**config.mk**
```make
export PLATFORM = sky130hd
export DESIGN_NAME = shift_pipe_flat
export DESIGN_NICKNAME = d
export VERILOG_FILES = /design/src/rtl/shift_pipe_if.sv /design/src/rtl/shift_pipe.sv /design/src/flat_wrapper.sv
export SDC_FILE = /design/constraint.sdc
export NUM_CORES = 1
export LEC_CHECK = 0
export CAP_MARGIN = 20
export CORE_ASPECT_RATIO = 1.2
export CORE_MARGIN = 10
export CORE_UTILIZATION = 60
export DETAILED_ROUTE_END_ITERATION = 12
export PLACE_DENSITY = 0.94
export SLEW_MARGIN = 20
export SYNTH_ARGS = -nofsm -noshare
export SYNTH_HDL_FRONTEND = slang
export SYNTH_SLANG_ARGS = --single-unit
```
**constraint.sdc**
```tcl
create_clock -name clock -period 2.5 [get_ports clock]
set_clock_uncertainty 0.05 [all_clocks]
set_input_delay 0.5 -clock clock [delete_from_list [all_inputs] [get_ports clock]]
set_output_delay 0.5 -clock clock [all_outputs]
set_load 0.05 [all_outputs]
```
**src/rtl/shift_pipe_if.sv**
```systemverilog
// Handshake bundle for the two-stage shift unit: operand side and result side.
interface shift_pipe_if;
    logic        in_valid;
    logic        in_ready;
    logic [31:0] data_in;
    logic [4:0]  shamt;
    logic        op;
    logic        out_valid;
    logic        out_ready;
    logic [31:0] result;

    // Upstream/downstream side (drives operations, consumes results).
    modport master (
        output in_valid, data_in, shamt, op, out_ready,
        input  in_ready, out_valid, result
    );

    // Shift unit side.
    modport slave (
        input  in_valid, data_in, shamt, op, out_ready,
        output in_ready, out_valid, result
    );
endinterface

```
**src/rtl/shift_pipe.sv**
```systemverilog
// Two-stage pipelined 32-bit shifter (SLL / SRA). Stage 1 does the 16/8 steps,
// stage 2 the 4/2/1 steps. Each stage holds one operation; capacity is two.
module shift_pipe (
    input logic         clock,
    input logic         reset_n,
    shift_pipe_if.slave bus
);

    logic        s1_valid;
    logic [31:0] s1_data;
    logic [2:0]  s1_shamt_lo;
    logic        s1_op;
    logic        s2_valid;
    logic [31:0] s2_data;

    logic        s1_adv;
    logic        s2_adv;
    logic [31:0] s1_next;
    logic [31:0] s2_next;

    assign s2_adv       = !s2_valid || bus.out_ready;
    assign s1_adv       = !s1_valid || s2_adv;
    assign bus.in_ready = s1_adv;
    assign bus.out_valid = s2_valid;
    assign bus.result    = s2_data;

    // Coarse shift: 16- and 8-bit steps; SRA fills with the operand's sign bit.
    always_comb begin
        logic sgn;
        sgn     = bus.op & bus.data_in[31];
        s1_next = bus.data_in;
        if (bus.shamt[4]) begin
            s1_next = bus.op ? {{16{sgn}}, s1_next[31:16]} : {s1_next[15:0], 16'h0};
        end
        if (bus.shamt[3]) begin
            s1_next = bus.op ? {{8{sgn}}, s1_next[31:8]} : {s1_next[23:0], 8'h0};
        end
    end

    // Fine shift: 4-, 2- and 1-bit steps. Stage 1 keeps bit 31 intact for SRA,
    // so s1_data[31] is still the original sign.
    always_comb begin
        logic sgn;
        sgn     = s1_op & s1_data[31];
        s2_next = s1_data;
        if (s1_shamt_lo[2]) begin
            s2_next = s1_op ? {{4{sgn}}, s2_next[31:4]} : {s2_next[27:0], 4'h0};
        end
        if (s1_shamt_lo[1]) begin
            s2_next = s1_op ? {{2{sgn}}, s2_next[31:2]} : {s2_next[29:0], 2'h0};
        end
        if (s1_shamt_lo[0]) begin
            s2_next = s1_op ? {sgn, s2_next[31:1]} : {s2_next[30:0], 1'b0};
        end
    end

    // Stage 1 register: loads a new operation (or a bubble) whenever it advances.
    always_ff @(posedge clock or negedge reset_n) begin
        if (!reset_n) begin
            s1_valid    <= 1'b0;
            s1_data     <= 32'h0;
            s1_shamt_lo <= 3'h0;
            s1_op       <= 1'b0;
        end else if (s1_adv) begin
            s1_valid <= bus.in_valid;
            if (bus.in_valid) begin
                s1_data     <= s1_next;
                s1_shamt_lo <= bus.shamt[2:0];
                s1_op       <= bus.op;
            end
        end
    end

    // Stage 2 register: drives the outputs directly; holds under backpressure.
    always_ff @(posedge clock or negedge reset_n) begin
        if (!reset_n) begin
            s2_valid <= 1'b0;
            s2_data  <= 32'h0;
        end else if (s2_adv) begin
            s2_valid <= s1_valid;
            if (s1_valid) begin
                s2_data <= s2_next;
            end
        end
    end

endmodule

```
**src/flat_wrapper.sv**
```systemverilog
// flat-port wrapper written by rule: the top's interface ports become plain ports
module shift_pipe_flat 
  (clock, reset_n, bus_in_valid, bus_data_in, bus_shamt, bus_op, bus_out_ready, bus_in_ready, bus_out_valid, bus_result);
  shift_pipe_if bus_i ();
  input logic clock;
  input logic reset_n;
  input wire logic [$bits(bus_i.in_valid)-1:0] bus_in_valid;
  input wire logic [$bits(bus_i.data_in)-1:0] bus_data_in;
  input wire logic [$bits(bus_i.shamt)-1:0] bus_shamt;
  input wire logic [$bits(bus_i.op)-1:0] bus_op;
  input wire logic [$bits(bus_i.out_ready)-1:0] bus_out_ready;
  output wire logic [$bits(bus_i.in_ready)-1:0] bus_in_ready;
  output wire logic [$bits(bus_i.out_valid)-1:0] bus_out_valid;
  output wire logic [$bits(bus_i.result)-1:0] bus_result;
  assign bus_i.in_valid = bus_in_valid;
  assign bus_i.data_in = bus_data_in;
  assign bus_i.shamt = bus_shamt;
  assign bus_i.op = bus_op;
  assign bus_i.out_ready = bus_out_ready;
  assign bus_in_ready = bus_i.in_ready;
  assign bus_out_valid = bus_i.out_valid;
  assign bus_result = bus_i.result;
  shift_pipe u_core (.clock(clock), .reset_n(reset_n), .bus(bus_i));
endmodule
```
Word-level counts from Yosys, hierarchy flattened
Index checks and enable logic that the tools add are counted.

cells by class
  mux-type cells = 10
  bitwise operators = 2
  reduce and logical (&&, ||, !) cells = 6

operators by type and width
  kind              count
  $mux 32           10
  $reduce_and 2->1  2
  $and 1x1->1       2
  $logic_not 1->1   2
  $logic_or 1x1->1  2

storage, ports and cells
  register bits = 70
  bits of input ports = 42
  output and inout bits = 34

Depth between registers and ports, before layout
  depth after elaboration = 7
  mapped depth = 7
  depth with buffers taken out = 5

Least setup slack after synthesis
No wires, ideal clock.

  kind = register to register
  start point = reg u_core.s2_valid, in the netlist u_core.bus.out_valid
  end point = reg u_core.s1_data[10]
  arrival = 2,113 ps
  required time = 2,355 ps
  slack = 242 ps
  stages on the path, launching flop included = 7
  cells stage by stage = dfrtp_1 > nand3b_1 > nand2_1 > buf_2 > clkbuf_1 > nand2_1 > o31ai_1

on the way
  longest elaborated chain between the ends = 4

RTL lines
  what                        RTL line            text
  from (decl)                 shift_pipe.sv:13    logic s2_valid;
  from (signal assigned)      shift_pipe.sv:80    s2_valid <= s1_valid;
  $logic_not 1->1             shift_pipe.sv:21    assign s2_adv = !s2_valid || bus.out_ready;
  $logic_or 1x1->1            shift_pipe.sv:21
  $logic_or 1x1->1            shift_pipe.sv:22    assign s1_adv = !s1_valid || s2_adv;
  via bus_in_ready            flat_wrapper.sv:12  output wire logic [$bits(bus_i.in_ready)-1:0] bus_in_ready;
  $reduce_and 2->1 (no line)  --
  to (signal assigned)        shift_pipe.sv:67    s1_data <= s1_next;
  to (decl)                   shift_pipe.sv:10    logic [31:0] s1_data;

The timed path passes the listed nets, and every way through them passes these cells.
A chain may end at the register's enable or synchronous reset.

Final worst setup path
  start point = reg u_core.s1_shamt_lo[2]
  end point = reg u_core.s2_data[14], in the netlist u_core.bus.result[14]

on the way
  longest elaborated chain between the ends = 5

RTL lines
  what                    RTL line          text
  from (decl)             shift_pipe.sv:11  logic [2:0] s1_shamt_lo;
  from (signal assigned)  shift_pipe.sv:68  s1_shamt_lo <= bus.shamt[2:0];
  $mux 32 *               shift_pipe.sv:46  if (s1_shamt_lo[2]) begin
  $mux 32                 shift_pipe.sv:50  s2_next = s1_op ? {{2{sgn}}, s2_next[31:2]} : {s2_next[29:0], 2'h0};
  $mux 32 *               shift_pipe.sv:49  if (s1_shamt_lo[1]) begin
  $mux 32                 shift_pipe.sv:53  s2_next = s1_op ? {sgn, s2_next[31:1]} : {s2_next[30:0], 1'b0};
  $mux 32 *               shift_pipe.sv:52  if (s1_shamt_lo[0]) begin
  to (signal assigned)    shift_pipe.sv:82  s2_data <= s2_next;
  to (decl)               shift_pipe.sv:14  logic [31:0] s2_data;

Every way passes the cells marked *; elsewhere a longest branch is shown, timed or not.

==> key figures <==
Run status
  • Status: complete, no violations

Critical path
  • CP max FO: 39
  • CP max stage cell: dfrtp_4
  • CP startpoint: u_core.s1_shamt_lo[2]$_DFFE_PN0P_
  • Slowest cell delay on critical path: 0.65 ns
  • Worst Setup Start Kind: flip-flop
  • Reg-to-reg startpoint: u_core.s1_shamt_lo[2]$_DFFE_PN0P_
  • Delay-heaviest family, CP: simple AND/OR/NAND/NOR gates
  • Critical Path End Type: flip-flop
  • Critical Path AT: 2.40 ns
  • Critical Path RT: 2.66 ns
  • Crit-path cells: buf_12 -> nand2b_1 -> a21oi_1 -> nor3_1 -> a2bb2oi_1 -> o221ai_1
  • Worst Path Buf+Inv: 1
  • WS Path Type: flip-flop to flip-flop

Route
  • Routed len/inst: roughly 20 um
  • Routed Antenna Nets: 0
  • Final wirelength: 18,910 um
  • Met1 Wirelength: about 7600 um
  • # DRC: 0
  • 1st-pass router iterations: 5
  • Met3 Wirelength: 1602 um
  • Met2 WL post-DR: about 9000 um
  • Via/cell ratio: between 6 and 7
  • DRC violation total after the first TritonRoute iteration: slightly above 500
  • Max layer used: met4
  • Vias: about 6,200

Finish
  • Fillers: roughly 760
  • Final core utilization: 74.57%
  • # nets final: 858
  • Non-Filler Instances: 944
  • Reg area: between 1500 and 2000 um^2
  • Multi-input gate area: ~3800 um^2
  • Layout cells sized above 1: under 10%
  • Area grow syn2layout: 19.88%
  • ANT cells: 0

Logic synthesis
  • Seq/Total Area, Yosys: 29.15%
  • Post-synthesis compound-gate area fraction: between 20 and 30%
  • Synth cell count leaders: nand2_1, nor2_1, mux2i_1, a21oi_1, dfrtp_1
  • Multiplexer share of the synthesized area: about 14%
  • Share of the synthesized area in the top cell type: around 29%
  • Mean area per synthesized cell: 7.734 um^2
  • Syn Nets: roughly 820
  • Ys flop type: dfrtp_1
  • Synth cell types: 54
  • Largest family of logic cells by synthesized area: compound AO/OA/AOI/OAI gates
  • Post-synthesis simple-gate area fraction: 20.34%
  • Cell with the most instances after synthesis: nand2_1
  • Dominant cell type by area after synthesis: dfrtp_1
  • Synthesized-area fraction occupied by adder cells: 0%
  • Largest cells by area after synthesis: dfrtp_1, mux2i_1, a21oi_1, nand2_1, nor2_1
  • XOR/XNOR Fraction of Synth Area: 0%
  • Synth Cell Area: approximately 6000 um^2
  • EDFF count, synth: 0
  • Mapped Cells: between 700 and 800
  • Ys Warns: 0
  • Post-synth ARST share: 100.0%
  • Yosys reg bits: 70

STA
  • Fmax: around 450 MHz
  • Count of final setup violators: 0
  • Max Slew Vio Count: 0
  • Worst-Margin Slew: ~0.63 ns
  • Final TNS setup: 0 ns
  • Final-report hold violation count: 0
  • Slew headroom: between 50% and 60%
  • RSZ-0062 raised after global routing: false
  • Crit share post-route: between 80% and 90%
  • Final worst slack: between 0.2 and 0.3 ns
  • Crit path time final: roughly 2.2 ns

Power
  • Clock share of power: about 23%
  • NetSw: 2.689 mW
  • P_int: 3.484 mW
  • Maximum vdd drop: just over 0.4 mV
  • Lkg Pwr: roughly 3 nW
  • Pwr Density: 856.8 nW/um^2
  • Net Sw Frac: 43.56%
  • Sequential share of power: roughly 29%
  • Comb pwr share: between 40% and 50%

Global route
  • Initial antenna violation count: 0
  • First-pass GRT wire length: approximately 31,000 um
  • Total Routing Usage GR: ~26%
  • Vias in the first global route: around 6,100
  • GR Overflow Total: 0
  • Largest net degree at the start of global routing: 43

Clocking
  • Clk root buf: clkbuf_16
  • Post_cts resized: 0
  • Post-CTS setup buffer count: 0
  • Worst-case clock buffer depth: 2
  • Clock transition at the registers of the reported paths: ~0.06 ns
  • CTS tree: yes
  • Number of H-tree levels: 3
  • Worst-skew pair later-pin latency: ~0.34 ns
  • # hold bufs at CTS: 0
  • Clock sink total: 70
  • Cts bufs inserted: 9

Placement
  • Worst slack at placement: 0.2641 ns
  • Hpwl dp: 14,020 um
  • Port bufs: between 70 and 80
  • Final GP Congestion: around 0.94
  • Placed cells: approximately 930

Floorplan
  • Cell Rows: 39
  • Starting Density: approximately 62%
  • Die Y: roughly 130 um
  • Die ar.: between 10,000 and 15,000 um^2
  • Ports: 76
  • Die X: ~110 um
  • Total core area: around 9700 um^2

Run
  • Max Cap Viol: 0

Min path
  • Worst hold path class: input pin to async pin
[cell families after synthesis]
family          Yosys count
compound gates          268
buf+inv                  90
flops                    70
mux                      82
simple gates            267
[path summary, 6_finish.rpt]
| check | to | slack, ns | cells past startpoint |
|---|---|---|---|
| worst max-delay path | u_core.bus.result[14]$_DFFE_PN0P_ | 0.26 | 6 |
| worst min-delay path | u_core.bus.result[23]$_DFFE_PN0P_ | 0.13 | 1 |
| worst max register to register | u_core.bus.result[14]$_DFFE_PN0P_ | 0.26 | 6 |
| worst min register to register | u_core.bus.result[9]$_DFFE_PN0P_ | 0.43 | 1 |
| max in group asynchronous | u_core.s1_shamt_lo[2]$_DFFE_PN0P_ | 1.62 | 2 |
| min in group clock | u_core.bus.result[9]$_DFFE_PN0P_ | 0.43 | 1 |
[sequential cells by signal (all words and copies together) (netlist names)]
name                  count
u_core.s1_valid           1
u_core.s1_op              1
u_core.s1_shamt_lo        3
u_core.s1_data           32
u_core.bus.out_valid      1
u_core.bus.result        32
[final cells by class]
type,instances,area share (%)
multi-input combinational,617,53.20
sequential,70,24.38
timing repair buffer,111,15.28
clock buffer,11,3.508
tap,123,2.136
clock inverter,5,1.129
inverter,7,0.3647
[through the flow]
step | hold slack, ns | area, um^2 | power, mW
global placement | 0.4238 | 6870 | 4.630
floorplan | 0.1544 | 6010 | 3.735
finish | 0.1264 | 7204 | 6.173
global route | 0.1789 | 7204 | 6.456
detailed placement | 0.4298 | 6870 | 4.717
CTS | 0.1455 | 7204 | 6.140
[metal layers]
layer / vias up / global-route usage [%]
met5: - / 0
li1: 2895 / -
met3: 59 / 5.494
met1: 2926 / 29.54
met4: 0 / 13.25
met2: 341 / 44.05
[power by group through the flow]
stage	sequential, mW	combinational [mW]	clock, mW
floorplan	2.27	1.47	0
global placement	1.77	2.86	0
detailed placement	1.80	2.91	0
CTS	1.79	2.94	1.42
global route	1.84	3.15	1.46
finish	1.80	2.95	1.42
[worst reg2reg max path: cells and delay by family, from the launching register on]
| family | cells | cell delay (ns) |
|---|---|---|
| AO/OA/AOI/OAI | 3 | 0.43 |
| AND/OR/NAND/NOR | 2 | 0.67 |
| buffers and inverters | 1 | 0.29 |
| flip-flops | 1 | 0.65 |
[placed cells by master, fill, tap and decap left out, drive strengths merged, types with 2 or more instances in the layout]
cell type      instances
nand2                 88
nor2                  82
mux2i                 73
clkdlybuf4s50         73
a21oi                 70
dfrtp                 70
o21ai                 58
nand2b                47
buf                   38
a31oi                 23
o221ai                19
o22ai                 18
a2bb2oi               16
nor2b                 15
a211oi                15
nor3                  11
a311oi                11
clkbuf                11
nand3                 10
mux2                   9
o31ai                  8
o21bai                 7
inv                    6
and2                   5
clkinv                 3
a211o                  2
o32ai                  2
and3                   2
or3                    2
a22oi                  2
nor4                   2
o32a                   2
o21a                   2
a221o                  2
bufinv                 2
a221oi                 2
Power figures use the tool's default switching activity.
